[src/rtl/vga_pkg.sv]
// Shared constants and types for the VGA frame-RAM arbiter slice.
// Frame geometry, bus widths and the per-cycle RAM grant encoding.
package vga_pkg;

    localparam int PIXELS = 307200;
    localparam int ADDR_W = 19;
    localparam int DATA_W = 8;

    typedef enum logic [1:0] {
        IDLE  = 2'd0,
        READ  = 2'd1,
        WRITE = 2'd2
    } grant_t;

    typedef struct packed {
        logic [ADDR_W-1:0] addr;
        logic [DATA_W-1:0] data;
    } wr_entry_t;

endpackage

[src/rtl/vga_write_fifo.sv]
// Small synchronous FIFO holding pending pixel writes until the RAM is free.
// The caller guarantees push only when !full and pop only when !empty.
module vga_write_fifo
    import vga_pkg::*;
#(
    parameter  int DEPTH = 4,
    localparam int LVL_W = $clog2(DEPTH) + 1
) (
    input  logic             clock,
    input  logic             reset_n,
    input  logic             push,
    input  wr_entry_t        push_entry,
    input  logic             pop,
    output wr_entry_t        head,
    output logic             full,
    output logic             empty,
    output logic [LVL_W-1:0] level
);

    localparam int PTR_W = $clog2(DEPTH);

    wr_entry_t        mem [DEPTH];
    logic [PTR_W-1:0] wr_ptr;
    logic [PTR_W-1:0] rd_ptr;

    assign full  = (level == LVL_W'(DEPTH));
    assign empty = (level == '0);
    assign head  = mem[rd_ptr];

    always_ff @(posedge clock or negedge reset_n) begin
        if (!reset_n) begin
            wr_ptr <= '0;
            rd_ptr <= '0;
            level  <= '0;
        end else begin
            if (push) wr_ptr <= wr_ptr + PTR_W'(1);
            if (pop)  rd_ptr <= rd_ptr + PTR_W'(1);
            case ({push, pop})
                2'b10:   level <= level + LVL_W'(1);
                2'b01:   level <= level - LVL_W'(1);
                default: ;
            endcase
        end
    end

    // NOTE: storage is deliberately not reset; level gates every read, so stale entries are never observed.
    always_ff @(posedge clock) begin
        if (push) mem[wr_ptr] <= push_entry;
    end

endmodule

[src/rtl/vga_frame_arbiter.sv]
// Arbitrates the single-port frame RAM: scan-out reads always win, buffered
// pixel writes drain only on cycles without a scan request.
module vga_frame_arbiter
    import vga_pkg::*;
#(
    parameter int FIFO_DEPTH = 4
) (
    input  logic                        clock,
    input  logic                        reset_n,
    input  logic                        frame_start,
    input  logic                        scan_req,
    output logic [DATA_W-1:0]           pixel_data,
    output logic                        pixel_valid,
    input  logic                        wr_valid,
    output logic                        wr_ready,
    input  logic [ADDR_W-1:0]           wr_addr,
    input  logic [DATA_W-1:0]           wr_data,
    output logic [ADDR_W-1:0]           ram_address,
    output logic [DATA_W-1:0]           ram_data,
    output logic                        ram_wren,
    input  logic [DATA_W-1:0]           ram_q,
    output logic [$clog2(FIFO_DEPTH):0] fifo_level,
    output logic                        addr_err
);

    localparam logic [ADDR_W-1:0] LAST_ADDR = ADDR_W'(PIXELS - 1);

    grant_t            state;
    grant_t            next_state;
    logic [ADDR_W-1:0] scan_addr;
    logic [ADDR_W-1:0] grant_addr;
    logic              wr_fire;
    logic              addr_ok;
    logic              fifo_push;
    logic              fifo_pop;
    logic              fifo_full;
    logic              fifo_empty;
    wr_entry_t         fifo_head;

    // Out-of-range writes still complete the handshake so the writer never stalls on them.
    assign wr_ready   = !fifo_full;
    assign wr_fire    = wr_valid && wr_ready;
    assign addr_ok    = (wr_addr < ADDR_W'(PIXELS));
    assign fifo_push  = wr_fire && addr_ok;
    assign fifo_pop   = (next_state == WRITE);
    assign grant_addr = frame_start ? '0 : scan_addr;

    vga_write_fifo #(.DEPTH(FIFO_DEPTH)) u_write_fifo (
        .clock      (clock),
        .reset_n    (reset_n),
        .push       (fifo_push),
        .push_entry ('{addr: wr_addr, data: wr_data}),
        .pop        (fifo_pop),
        .head       (fifo_head),
        .full       (fifo_full),
        .empty      (fifo_empty),
        .level      (fifo_level)
    );

    // NOTE: next_state gets its default before any branch so no path can infer a latch.
    always_comb begin
        next_state = IDLE;
        if (scan_req)         next_state = READ;
        else if (!fifo_empty) next_state = WRITE;
    end

    // NOTE: all state here uses non-blocking assignment so every register samples pre-edge values.
    always_ff @(posedge clock or negedge reset_n) begin
        if (!reset_n) begin
            state     <= IDLE;
            scan_addr <= '0;
        end else begin
            state <= next_state;
            if (scan_req)         scan_addr <= (grant_addr == LAST_ADDR) ? '0 : grant_addr + ADDR_W'(1);
            else if (frame_start) scan_addr <= '0;
        end
    end

    always_ff @(posedge clock or negedge reset_n) begin
        if (!reset_n) begin
            ram_address <= '0;
            ram_data    <= '0;
            ram_wren    <= 1'b0;
        end else begin
            case (next_state)
                READ: begin
                    ram_address <= grant_addr;
                    ram_wren    <= 1'b0;
                end
                WRITE: begin
                    ram_address <= fifo_head.addr;
                    ram_data    <= fifo_head.data;
                    ram_wren    <= 1'b1;
                end
                default: ram_wren <= 1'b0;
            endcase
        end
    end

    // Return path: the cycle ram_address carries a read, ram_q is captured alongside pixel_valid.
    always_ff @(posedge clock or negedge reset_n) begin
        if (!reset_n) begin
            pixel_valid <= 1'b0;
            pixel_data  <= '0;
            addr_err    <= 1'b0;
        end else begin
            pixel_valid <= (state == READ);
            if (state == READ) pixel_data <= ram_q;
            if (wr_fire && !addr_ok) addr_err <= 1'b1;
        end
    end

endmodule

[config.mk]
export PLATFORM = sky130hd
export DESIGN_NAME = vga_frame_arbiter
export DESIGN_NICKNAME = d
export VERILOG_FILES = /design/src/rtl/vga_pkg.sv /design/src/rtl/vga_write_fifo.sv /design/src/rtl/vga_frame_arbiter.sv
export SDC_FILE = /design/constraint.sdc
export NUM_CORES = 1
export LEC_CHECK = 0
export ABC_CLOCK_PERIOD_IN_PS = 2500
export CAP_MARGIN = 40
export CORE_MARGIN = 10
export CORE_UTILIZATION = 45
export DETAILED_ROUTE_END_ITERATION = 8
export PLACE_DENSITY = 0.69
export SYNTH_ARGS = -nofsm -noshare
export SYNTH_HDL_FRONTEND = slang
export SYNTH_HIERARCHICAL = 1
export SYNTH_SLANG_ARGS = --single-unit
export TNS_END_PERCENT = 100
[constraint.sdc]
create_clock -name clock -period 2.5 [get_ports clock]
set_clock_uncertainty 0.15 [all_clocks]
set_input_delay 0.5 -clock clock [delete_from_list [all_inputs] [get_ports clock]]
set_output_delay 0.5 -clock clock [all_outputs]
set_load 0.01 [all_outputs]
Word-level counts from Yosys, hierarchy flattened
Memory sizes are Yosys's and may differ from the RTL's.
Cells that the tools add are included.
Widths: inputs -> output; s select.

cells by class
  magnitude comparators = 1
  reduce and logical (&&, ||, !) cells = 8
  equality and inequality tests = 7
  add/sub/neg operators = 5
  muxes and demuxes = 10

operator list
  operator               number
  $mux 19                3
  $pmux 19 s2            1
  $add 19x1->19 const B  1
  $eq 19x19->1 const B   1
  $lt 19x19->1 const B   1
  $eq 2x1->1 const B     3
  $pmux 3 s2             1
  $add 2x1->2 const B    2
  $eq 2x2->1 const B     2
  $mux 2                 2
  $reduce_bool 2->1      2
  $add 3x1->3 const B    1
  $eq 3x3->1 const B     1
  $logic_and 1x1->1      3
  $logic_not 3->1        1
  $mux 1                 3
  $sub 3x1->3 const B    1
  $logic_not 1->1        2

word-level totals
  memories = 1
  logic and storage cells = 43
  output and inout bits = 42
  flip-flop bits (word level) = 66
  RAM bits = 108
  input bits = 40

memory list
  memory            depth  bits a word  rd ports  clocked after Yosys merged registers in  write ports  RTL line              source
  u_write_fifo.mem  4      27           1         0                                        1            vga_write_fifo.sv:22  wr_entry_t mem [DEPTH];

Logic depth before layout (Yosys ltp)
  word-level depth = 6
  mapped depth = 12
  gate-level depth less buffers = 12

Hierarchy
The synthesis kept the hierarchy.

by module, submodules not included
  module             seq. area each (um2)  area each (um2)  cells an instance  times used
  vga_write_fifo     3418.3                4304.1           177                1
  vga_frame_arbiter  1451.4                2670.1           238                1

Worst setup path before layout
Ideal clock, no wire load.

  path kind = in2reg
  from = input port frame_start
  to = register scan_addr[18]
  buffers on the path = 2
  stages on the path = 8
  arrival = 2349 ps
  data required time = 2272 ps
  path slack = -77 ps
  cells stage by stage = buf_6 nor2b_1 ha_1 nand4b_1 or4_1 buf_2 or4_1 a21oi_1

on the way
  longest elaborated chain between the ends = 4
  elaborated cells on any way between the ends = 5

RTL lines
  item                                           RTL line                 source
  from (decl)                                    vga_frame_arbiter.sv:10  input logic frame_start,
  $mux 19 *                                      n/a
  $add 19x1->19 or $eq 19x19->1 (tied branches)  vga_frame_arbiter.sv:74  if (scan_req) scan_addr <= (grant_addr == LAST_ADDR) ? '0 : grant_addr + ADDR_W'(1);
  $mux 19                                        vga_frame_arbiter.sv:74
  $mux 19 *                                      vga_frame_arbiter.sv:74
  to (signal assigned)                           vga_frame_arbiter.sv:74
  to (decl)                                      vga_frame_arbiter.sv:30  logic [ADDR_W-1:0] scan_addr;

Every way passes the cells marked *; elsewhere a longest branch is shown, timed or not.
A chain may end at the register's enable or synchronous reset.

Final worst setup path
  from = input port wr_addr[12]
  to = register u_write_fifo.level[2]

on the way
  longest elaborated chain between the ends = 4
  elaborated cells on any way between the ends = 6

RTL lines
  item                                             RTL line                 source
  from (decl)                                      vga_frame_arbiter.sv:16  input logic [ADDR_W-1:0] wr_addr,
  $lt 19x19->1 *                                   vga_frame_arbiter.sv:43  assign addr_ok = (wr_addr < ADDR_W'(PIXELS));
  $logic_and 1x1->1 *                              vga_frame_arbiter.sv:44  assign fifo_push = wr_fire && addr_ok;
  net fifo_push                                    vga_frame_arbiter.sv:34  logic fifo_push;
  $eq 2x1->1 or $eq 2x2->1 (tied branches)         vga_write_fifo.sv:38     case ({push, pop})
  $pmux 3 s2 or $reduce_bool 2->1 (tied branches)  n/a
  to (signal assigned)                             vga_write_fifo.sv:39     2'b10: level <= level + LVL_W'(1);
  to (signal assigned)                             vga_write_fifo.sv:40     2'b01: level <= level - LVL_W'(1);
  to (decl)                                        vga_write_fifo.sv:17     output logic [LVL_W-1:0] level

Mark *: on every way through the listed nets, which the timed path passes. The rest lies on a longest branch.

==> impl_metrics.tcl <==
set metrics [dict create \
    r2r_end "scan_addr[18]$_DFF_PN0_" \
    start_util_pct 45.9 \
    ys_types 45 \
    whs_ps 215 \
    via_per_inst 5.33 \
    nNetsFinal 583 \
    cap_violations 0 \
    grt_use_total_pct 14.2 \
    dieHeight_um 144 \
    crit_path_max_fanout 2 \
    ys_async_sr_fraction_pct 37.6 \
    startpoint_type "primary input" \
    ctsRootBufferMaster "clkbuf_16" \
    syn2layout_area_growth_pct 27.1 \
    syn-instance-count 415 \
    rows 45 \
    fin_cells 738 \
    fmax_mhz 418 \
    syn_avg_cell_area_sq_um 16.8 \
    leakagePower_uw 0.00323 \
    core_sq_um 15200 \
    portBuffers 81 \
    holdPathEnd "u_write_fifo/mem[1][22]$_DFFE_PP_" \
    wl_mm 14.1 \
    fp.dieArea_sq_um 20900 \
    htreeDepth 4 \
    reg2reg_slack_ps 270 \
    worstPathRequired_ps 2680 \
    timing.rr.start "scan_addr[1]$_DFF_PN0_" \
    yosysTopAreaCellShare_pct 46.5 \
    routedWlPerCell_um 19.1 \
    mostFrequentLayoutCells "edfxtp_1, clkdlybuf4s50_1, dfrtp_1" \
    clk_latency_ps 410 \
    drive_gt1_share_pct 22.4 \
    layout_commonest_cell "edfxtp_1" \
    hpwl_mm 9.81 \
    ys_ff_latch 173 \
    pin_count 82 \
    status "finished clean" \
    place_inst 704 \
    slew_violations 0 \
    drtPass1Iterations 5 \
    netlist_area_sq_um 6970 \
    drc_errors 0 \
    worstSetupPathType "in -> reg" \
    postLayoutCoreUtil_pct 58.3 \
    min_path_cells 1 \
    ys.flop_type "edfxtp_1" \
    setup_viol 0 \
    hold_path_class "in -> reg" \
    hp-start "wr_addr[14]" \
    vias 3935 \
    grt_pass1_vias 4280 \
    numCtsBuffers 17 \
    routabilityCongestion 0.862 \
    fin_crit_sh_pct 95.8 \
    overflow 0 \
    tns_ps 0 \
    syn_nets 462 \
    ys_warn_count 6 \
    powerDensity_nw_per_um2 999 \
    clk_path_buf_depth 2 \
    max_slew_margin_pct 54.3 \
    grt_antenna_before_repair 1 \
    period_needed_ps 2390 \
    grt_max_degree 66 \
    yosysSeqAreaShare_pct 69.8 \
    rsz0062_at_grt "no" \
    drt.antenna.violating_nets 0 \
    ir_worst_vdd_mv 0.702 \
    tightest_slew_ps 685 \
    cts_sinks 173 \
    die_x_um 144 \
    synth_edf_count 108 \
    tritoncts "done" \
    cts.clk_slew.worst_paths_ps 60 \
    arrival_ps 2580 \
    hold_viol_final 0 \
    r2r_cells 6 \
    synthTopCellsByArea "edfxtp_1, dfrtp_1, mux4_2, mux2_2, mux2i_1" \
    grt_pass1_wl_mm 22.6 \
    synth_top_area_cell "edfxtp_1" \
    endpoint_kind "flip-flop" \
    drtIter0Drc 209 \
]
what timing repair did:
item	4_1_cts	5_1_grt
hold buffers	1	0
setup buffers	0	0
setup endpoints to repair	0	13
resized for setup	0	6
endpoints found under the hold margin	65	0
worst max-delay path by stage:
| stage | start | to | slack (ps) |
|---|---|---|---|
| after floorplan | frame_start | scan_addr[18]$_DFF_PN0_ | 4 |
| after global placement | frame_start | scan_addr[18]$_DFF_PN0_ | -330 |
| after detailed placement | frame_start | scan_addr[18]$_DFF_PN0_ | -370 |
| after CTS | frame_start | scan_addr[18]$_DFF_PN0_ | 60 |
| after global routing | wr_addr[12] | u_write_fifo/level[2]$_DFFE_PN0P_ | 7 |
| final | wr_addr[12] | u_write_fifo/level[2]$_DFFE_PN0P_ | 110 |
kinds of logic (layout without fill, tap and decap cells):
group                    after synthesis  after routing  share of synthesized area, %
other                                  0              1                             0
multiplexers                          60             60                          13.8
AO/OA/AOI/OAI                         44             44                          3.62
buffers and inverters                 28            162                          2.12
XOR/XNOR                              16             16                          2.01
AND/OR/NAND/NOR                       87             87                          7.27
adder cells (fa/ha/maj)                7              7                          1.36
flip-flops                           173            173                          69.8
registers in the layout, summed over array words and instances, names as in the netlist:
name	count
u_write_fifo/rd_ptr	2
state	1
scan_addr	19
u_write_fifo/wr_ptr	2
ram_wren	1
addr_err	1
ram_address	19
pixel_data	8
u_write_fifo/level	3
ram_data	8
u_write_fifo/mem	108
pixel_valid	1
cells in the mapped netlist (10+ instances only):
library cell	count
nor2b_1	11
o21ai_0	21
edfxtp_1	108
nor2_1	11
inv_1	10
mux2_2	16
mux2i_1	17
mux4_2	26
nand2_1	15
a21oi_1	12
dfrtp_1	65
metal layers:
layer | track usage [%] | up-vias | part of all wire, %
li1 | - | 1829 | -
met1 | 17.0 | 1998 | 42
met2 | 23.0 | 103 | 50
met3 | 6.17 | 5 | 7.6
met4 | 3.78 | 0 | 0.48
met5 | 0 | - | 0
layout make-up:
class                           instances  area (sq um)
Antenna cell                            1          2.50
Clock buffer                           19           443
Clock inverter                         13           114
Fill cell                            1169          6340
Inverter                               10          37.5
Multi-Input combinational cell        214          1980
Sequential cell                       173          4870
Tap cell                              188           235
Timing Repair Buffer                  120          1180
worst max-delay path, cell delays in order:
cell             delay, ps
clkdlybuf4s50_1        480
a21oi_1                 80
nor2b_1                150
o31ai_1                100
nor2b_2                170
inv_1                   50
ha_1                   180
inv_1                   70
fa_1                   370
xor2_1                 150
nor2_1                 110
xor2_1                 170
power breakdown:
group	internal (uW)	switching (uW)
logic	1430	1100
registers	3570	290
clock network	1400	1060
metrics by stage:
step	power, uW	area (sq um)	setup slack [ps]
global placement	6440	8280	-332
floorplan	5330	6980	4.41
finish	8860	8860	105
global route	9340	8860	7.29
CTS	8990	8850	55.8
detailed placement	6520	8280	-372
Note: power is estimated with default switching activity, not from simulation.
